<file path="config.mk">
export PLATFORM = sky130hd
export DESIGN_NAME = pipe_stage_buf
export DESIGN_NICKNAME = d
export VERILOG_FILES = /design/src/rtl/pipe_stage_pkg.sv /design/src/rtl/pipe_sat_counter.sv /design/src/rtl/pipe_stage_buf.sv
export SDC_FILE = /design/constraint.sdc
export NUM_CORES = 1
export LEC_CHECK = 0
export ABC_CLOCK_PERIOD_IN_PS = 2200
export BUFFER_PORTS_ARGS = -buffer_cell sky130_fd_sc_hd__buf_2
export CORE_MARGIN = 3
export CORE_UTILIZATION = 40
export CTS_CLUSTER_DIAMETER = 50
export DETAILED_ROUTE_END_ITERATION = 6
export PLACE_DENSITY = 0.66
export SYNTH_ARGS = -nofsm -noshare
export SYNTH_HDL_FRONTEND = slang
export SYNTH_HIERARCHICAL = 1
export SYNTH_SLANG_ARGS = --single-unit
</file>
<file path="constraint.sdc">
create_clock -name clk -period 2.2 [get_ports clk]
set_clock_uncertainty 0.15 [all_clocks]
set_input_delay 0.22 -clock clk [delete_from_list [all_inputs] [get_ports clk]]
set_output_delay 0.22 -clock clk [all_outputs]
set_load 0.005 [all_outputs]
</file>
<file path="src/rtl/pipe_stage_pkg.sv">
// rtl/pipe_stage_pkg.sv - stage payload structs, widths, halt bit indices and buffer state encoding
package pipe_stage_pkg;

    typedef struct packed {
        logic [31:0] pc;
        logic [31:0] instr;
        logic        halt;
    } if_id_t;

    typedef struct packed {
        logic [31:0] pc;
        logic [31:0] op_a;
        logic [31:0] op_b;
        logic [4:0]  rd;
        logic [3:0]  alu_op;
        logic        halt;
    } id_ex_t;

    typedef struct packed {
        logic [31:0] result;
        logic [31:0] store_data;
        logic [4:0]  rd;
        logic        mem_rd;
        logic        mem_wr;
        logic        halt;
    } ex_mem_t;

    typedef struct packed {
        logic [31:0] result;
        logic [4:0]  rd;
        logic        reg_wr;
        logic        halt;
    } mem_wb_t;

    localparam int IF_ID_W  = $bits(if_id_t);
    localparam int ID_EX_W  = $bits(id_ex_t);
    localparam int EX_MEM_W = $bits(ex_mem_t);
    localparam int MEM_WB_W = $bits(mem_wb_t);

    // halt is the last packed field of every stage struct, so it lands on bit 0
    localparam int IF_ID_HALT_BIT  = 0;
    localparam int ID_EX_HALT_BIT  = 0;
    localparam int EX_MEM_HALT_BIT = 0;
    localparam int MEM_WB_HALT_BIT = 0;

    // {main_v, skid_v}; 2'b01 is unreachable
    typedef enum logic [1:0] {
        EMPTY = 2'b00,
        ONE   = 2'b10,
        FULL  = 2'b11
    } stage_state_e;

endpackage

</file>
<file path="src/rtl/pipe_sat_counter.sv">
// rtl/pipe_sat_counter.sv - saturating event counter with synchronous reset
module pipe_sat_counter #(
    parameter int CNT_W = 16
) (
    input  logic             clk,
    input  logic             reset,
    input  logic             inc,
    output logic [CNT_W-1:0] value
);

    always_ff @(posedge clk) begin
        if (reset) begin
            value <= '0;
        end else if (inc && (value != {CNT_W{1'b1}})) begin
            value <= value + 1'b1;
        end
    end

endmodule

</file>
<file path="src/rtl/pipe_stage_buf.sv">
// rtl/pipe_stage_buf.sv - 2-entry skid pipeline stage with flush and halt detection; PIPE_STAGE_BUF_PERF_EN adds counters
module pipe_stage_buf
    import pipe_stage_pkg::*;
#(
    parameter int               WIDTH    = 42,
    parameter logic [WIDTH-1:0] BUBBLE   = '0,
    parameter int               HALT_BIT = 0,
    parameter int               CNT_W    = 16
) (
    input  logic             clk,
    input  logic             reset,
    input  logic             flush,
    input  logic             in_valid,
    output logic             in_ready,
    input  logic [WIDTH-1:0] in_data,
    output logic             out_valid,
    input  logic             out_ready,
    output logic [WIDTH-1:0] out_data,
    output logic             halt_seen
`ifdef PIPE_STAGE_BUF_PERF_EN
    ,
    output logic [CNT_W-1:0] stall_cnt,
    output logic [CNT_W-1:0] flush_cnt
`endif
);

    logic             main_v;
    logic             skid_v;
    logic [WIDTH-1:0] main_d;
    logic [WIDTH-1:0] skid_d;
    logic             acc;
    logic             out_fire;
    stage_state_e     state;

    assign state     = stage_state_e'({main_v, skid_v});
    assign in_ready  = ~skid_v;
    assign out_valid = main_v;
    assign out_data  = main_v ? main_d : BUBBLE;
    assign acc       = in_valid & in_ready;
    assign out_fire  = out_valid & out_ready;

    always_ff @(posedge clk) begin
        if (reset) begin
            main_v    <= 1'b0;
            skid_v    <= 1'b0;
            main_d    <= BUBBLE;
            skid_d    <= BUBBLE;
            halt_seen <= 1'b0;
        end else begin
            // a halt beat delivered in a flush cycle still counts
            if (out_fire && main_d[HALT_BIT]) begin
                halt_seen <= 1'b1;
            end
            if (flush) begin
                main_v <= 1'b0;
                skid_v <= 1'b0;
                main_d <= BUBBLE;
                skid_d <= BUBBLE;
            end else begin
                case (state)
                    EMPTY: begin
                        if (acc) begin
                            main_v <= 1'b1;
                            main_d <= in_data;
                        end
                    end
                    ONE: begin
                        if (acc && out_fire) begin
                            main_d <= in_data;
                        end else if (acc) begin
                            skid_v <= 1'b1;
                            skid_d <= in_data;
                        end else if (out_fire) begin
                            main_v <= 1'b0;
                        end
                    end
                    FULL: begin
                        if (out_fire) begin
                            skid_v <= 1'b0;
                            main_d <= skid_d;
                        end
                    end
                    default: begin
                        main_v <= 1'b0;
                        skid_v <= 1'b0;
                    end
                endcase
            end
        end
    end

    always_ff @(posedge clk) begin
        if (!reset) begin
            assert (!(!main_v && skid_v))
                else $error("pipe_stage_buf: skid entry valid while main entry empty");
        end
    end

    if (CNT_W < 1) begin : g_cnt_w_check
        $error("pipe_stage_buf: CNT_W must be at least 1");
    end

`ifdef PIPE_STAGE_BUF_PERF_EN
    pipe_sat_counter #(.CNT_W(CNT_W)) u_stall_cnt (
        .clk   (clk),
        .reset (reset),
        .inc   (out_valid & ~out_ready),
        .value (stall_cnt)
    );

    pipe_sat_counter #(.CNT_W(CNT_W)) u_flush_cnt (
        .clk   (clk),
        .reset (reset),
        .inc   (flush & (main_v | skid_v)),
        .value (flush_cnt)
    );
`endif

endmodule

</file>
After elaboration in Yosys (flattened, before gate mapping)
Index checks and enable logic that the tools add are counted.
Storage, ports and cells
  register bits after elaboration: 87
  bits of input ports: 47
  output and inout bits: 45
  logic and storage cells: 41
Operators by class
  equality and inequality tests: 9
  muxes and demuxes: 12
  bitwise logic cells: 6
  reductions and logical operators: 9
Operator list (number)
  42-bit two-way mux: 4
  42-bit case mux with 3 select lines: 1
  2-bit != test, second input constant: 7
  4-bit AND reduction: 2
  1-bit case mux with 3 select lines: 2
  1-bit two-way mux: 5
  5-bit AND reduction: 1
  2-bit equality test, second input constant: 2
  1-bit inverter: 4
  3-bit AND reduction: 1
  3-bit nonzero test: 1
  1-bit AND: 2
  1-bit logical AND: 2
  2-bit logical NOT: 1
  2-bit OR reduction: 1

Depth between registers and ports, before layout
  depth in word-level cells: 5
  depth in mapped cells: 6
  depth with buffers taken out: 3

Worst setup path before layout
OpenSTA, ideal clock, no wires.
  path kind: register -> register
  start point: reg skid_v
  end point: reg main_d[30]
  setup time: 0.070 ns
  arrival: 1.239 ns
  data required time: 1.980 ns
  setup slack: 0.741 ns
  stages on the path, launching flop included: 5
  path buffers: 1
  clock period less this slack: 1.459 ns
  path through: dfxtp_1 > mux2_4 > a21oi_4 > buf_6 > o2bb2ai_1
On the way
  word-level cells in the longest chain between the ends: 5
  elaborated cells between the ends (all ways): 12
  classes of those cells: eq/ne: 5; mux: 1; bitwise: 2; reduce/logical: 4
RTL lines
  from (decl): line pipe_stage_buf.sv:28  | logic skid_v;
  from (signal assigned): line pipe_stage_buf.sv:45  | skid_v <= 1'b0;
  from (signal assigned): line pipe_stage_buf.sv:56  | skid_v <= 1'b0;
  from (signal assigned): line pipe_stage_buf.sv:71  | skid_v <= 1'b1;
  1-bit inverter: line pipe_stage_buf.sv:36  | assign in_ready = ~skid_v;
  1-bit AND: line pipe_stage_buf.sv:39  | assign acc = in_valid & in_ready;
  1-bit logical AND: line pipe_stage_buf.sv:68  | if (acc && out_fire) begin
  2-bit != test (no source line)
  4-bit AND reduction (no source line)
  to (signal assigned): line pipe_stage_buf.sv:64  | main_d <= in_data;
  to (signal assigned): line pipe_stage_buf.sv:69  | main_d <= in_data;
  to (signal assigned): line pipe_stage_buf.sv:80  | main_d <= skid_d;
  to (decl): line pipe_stage_buf.sv:29  | logic [WIDTH-1:0] main_d;
Parallel ways exist; a longest one is shown, timed or not.
A chain may end at the register's enable or synchronous reset.

Worst setup path in the final report
  start point: in reset
  end point: reg main_d[19]
On the way
  word-level cells in the longest chain between the ends: 1
RTL lines
  from (decl): line pipe_stage_buf.sv:11  | input logic reset,
  2-bit OR reduction (no source line)
No other way between the ends.

==> key figures <==
Run status
  • Outcome: finished, final reports clean

STA
  • RSZ-0062 raised after global routing: no
  • Worst Max-Slew Pin Slew: 0.5161 ns
  • Final Hold Fails: 0
  • Rel. slew slack: 65.57%
  • Slew Viols, Final: 0
  • Period Utilization, post-route: 91.12%
  • Fmax: 498.8 MHz
  • Setup WS post-layout: 0.1953 ns
  • Minimum period implied by the final worst setup slack: 2.005 ns
  • Setup_tns: 0 ns
  • Final setup vio count: 0

Flow run
  • Max Cap Violations: 0

Clock network
  • Bufs on Longest Clock Path: 2
  • CTS Sinks: a little under 90
  • Clock-pin slew on the worst setup and hold paths: 0.08 ns
  • CTS Buf Count: 9
  • H-tree levels: 3
  • Clock Latency Late Sink: 0.35 ns
  • CTS tree: done
  • Root Buffer: clkbuf_8

Finish
  • Fin cells: approximately 630
  • Area occupied by multi-input gates: ~0.0017 mm²
  • Sequential Area: about 0.0017 mm²
  • Layout cells sized above 1: 24.76%
  • Finished Core Util: 55.20%
  • Fin nets: 563
  • Filler cell count: 817
  • Layout area overhead: 32.90%
  • Antenna cells: 0

Route
  • Routed len/inst: 14.22 µm
  • DR pass1 iterations: 4
  • Antenna Nets Post-Route: 0
  • DRC viols: 0
  • WL final: roughly 9000 µm
  • Detailed Route Iter0 Violations: 96
  • Vias per cell: 4.968
  • Vias: 3125

Worst setup path
  • Worst path required time: 2.33 ns
  • Setup CP Type: in2reg
  • Max FO, Critical Path: 45
  • CP delay by family, top: buffers and inverters
  • CP peak stage delay: 0.53 ns
  • WP data arrival: 2.13 ns
  • Critical path's slowest cell: dlygate4sd3_1
  • CP cell instances: dlygate4sd3_1, buf_2, or2_2, buf_4, a21oi_4, buf_4, o2bb2ai_1
  • CP most frequent cell: buf_4
  • Worst Setup Start Kind: primary input
  • CP endpoint kind: flop
  • WP buf/inv: 4

Logic synthesis
  • Netlist cell types: 23
  • Top_reg_cell synth: dfxtp_1
  • #FFs+latches synth: between 80 and 90
  • Syn. warnings: 6
  • Main area contributors after synthesis: dfxtp_1 48%, mux2i_1 12%, o2bb2ai_1 9.6%, nand2_1 8.8%, and2_1 7.2%
  • EDFF count, synth: 0
  • Synth cell count leaders: 87 x dfxtp_1, 85 x nand2_1, 44 x a21oi_1, 42 x and2_1, 42 x mux2i_1
  • Cell count after synthesis: 388
  • Area leader, netlist: dfxtp_1
  • Post-synthesis sequential area ratio: roughly 48%
  • Synthesized area: 0.003640 mm²
  • Post-synthesis async set-or-reset flop share: 0%
  • Top cell type's share of synthesized area: 47.85%
  • Most common cell in the synthesized netlist: dfxtp_1
  • Syn avg cell area: 9.381 µm²
  • Syn nets: 435

Die
  • Die height: 101.4 µm
  • Die width: 101.4 µm
  • Die ar.: 0.01028 mm²
  • Core area: 0.008763 mm²
  • Row count: 34
  • Initial core utilization: 41.53%
  • Top Ports: between 90 and 100

Power
  • VDD IR max: 0.0003236 V
  • Leakage: 0.002219 µW
  • Psw: 692.5 µW
  • Pwr Density: ~640 mW/mm²
  • Sw Share: 22.34%
  • Power share of the clock group: 39.5%
  • P_int: 2408 µW
  • Comb pwr share: 8.2%
  • Power, Total: 3100 µW
  • Part of the power in registers: 52.3%

Placement
  • Worst slack, placed: 0.2611 ns
  • Routability congestion estimate: 0.7604
  • Post-DP HPWL: a little under 6000 µm
  • Port Buf Inserts: 91
  • Dpl cells: 570

Hold path
  • Hold Path Class: in2reg

Global routing
  • First-pass GRT wire length: 14410 µm
  • Vias in the first global route: 2940
  • All-Layer GR Usage: 17.66%
  • Initial antenna violation count: 0
  • Grt ovf: 0
  • Largest net degree at the start of global routing: 46
-- power by group through the flow --
| stage | combinational, µW | clock (µW) | sequential [µW] |
|---|---|---|---|
| global placement | 193 | 0 | 1660 |
| CTS | 256 | 1260 | 1620 |
| finish | 254 | 1230 | 1620 |
| global route | 281 | 1310 | 1630 |
| detailed placement | 197 | 0 | 1660 |
| floorplan | 108 | 0 | 1650 |
-- through the flow --
| step | hold slack, ns | area [µm²] |
|---|---|---|
| 5_1_grt | 0.02934 | 4837 |
| 3_3_place_gp | 0.2376 | 4184 |
| 2_1_floorplan | 0.1424 | 3640 |
| 3_5_place_dp | 0.2490 | 4184 |
| 6_report | 0.02791 | 4837 |
| 4_1_cts | 0.007723 | 4837 |
-- timing repair --
action / 4_1_cts / 5_1_grt
setup buffers: 0 / 0
hold endpoints to repair: 44 / 0
gates resized for setup: 0 / 0
hold buffers: 43 / 0
-- layout make-up --
cell class                      count  share of cell area (%)
Inverter                            2                  0.1552
Clock buffer                       11                   2.923
Timing Repair Buffer              149                   20.90
Tap cell                          108                   2.794
Clock inverter                      5                   1.681
Multi-Input combinational cell    267                   35.54
Sequential cell                    87                   36.01
-- registers in the layout, summed over array words and instances (netlist names) --
signal	cells
main_d	42
skid_d	42
halt_seen	1
out_valid	1
skid_v	1
-- metal layers --
| metal | up-vias | global-route usage (%) | share of wire (%) |
|---|---|---|---|
| li1 | 1589 | - | - |
| met1 | 1438 | 23.31 | 47 |
| met2 | 84 | 28.82 | 47 |
| met3 | 14 | 3.168 | 4.4 |
| met4 | 0 | 6.646 | 1.6 |
| met5 | - | 0 | 0 |
-- path summary, 6_finish.rpt --
check,cells after the start,endpoint,startpoint,slack [ns]
worst max-delay path,7,main_d[19],reset,0.20
worst min-delay path,3,out_valid,in_valid,0.03
worst max register to register,4,main_d[34],skid_v,0.28
worst min register to register,2,skid_d[15],skid_d[15],0.31
-- worst min-delay path: cells and delay by family --
| kind | cells | cell delay, ns |
|---|---|---|
| buf+inv | 1 | 0.13 |
| simple gates | 1 | 0.07 |
| compound gates | 1 | 0.06 |
-- cells by family after synthesis --
kind of cell | synth area share (%)
buffers and inverters | 5.466
AND/OR/NAND/NOR | 17.64
multiplexers | 11.96
AO/OA/AOI/OAI | 17.09
flip-flops | 47.85
-- cell usage in the layout (no fill, tap or decap), drive strengths merged, types with 2 or more instances in the layout --
| cell | n |
|---|---|
| a21oi | 45 |
| and2 | 42 |
| buf | 106 |
| bufinv | 2 |
| clkbuf | 11 |
| clkinv | 2 |
| dfxtp | 87 |
| dlygate4sd3 | 43 |
| inv | 2 |
| mux2i | 42 |
| nand2 | 86 |
| nor2 | 2 |
| o2bb2ai | 42 |
(Power assumes the default switching activity.)
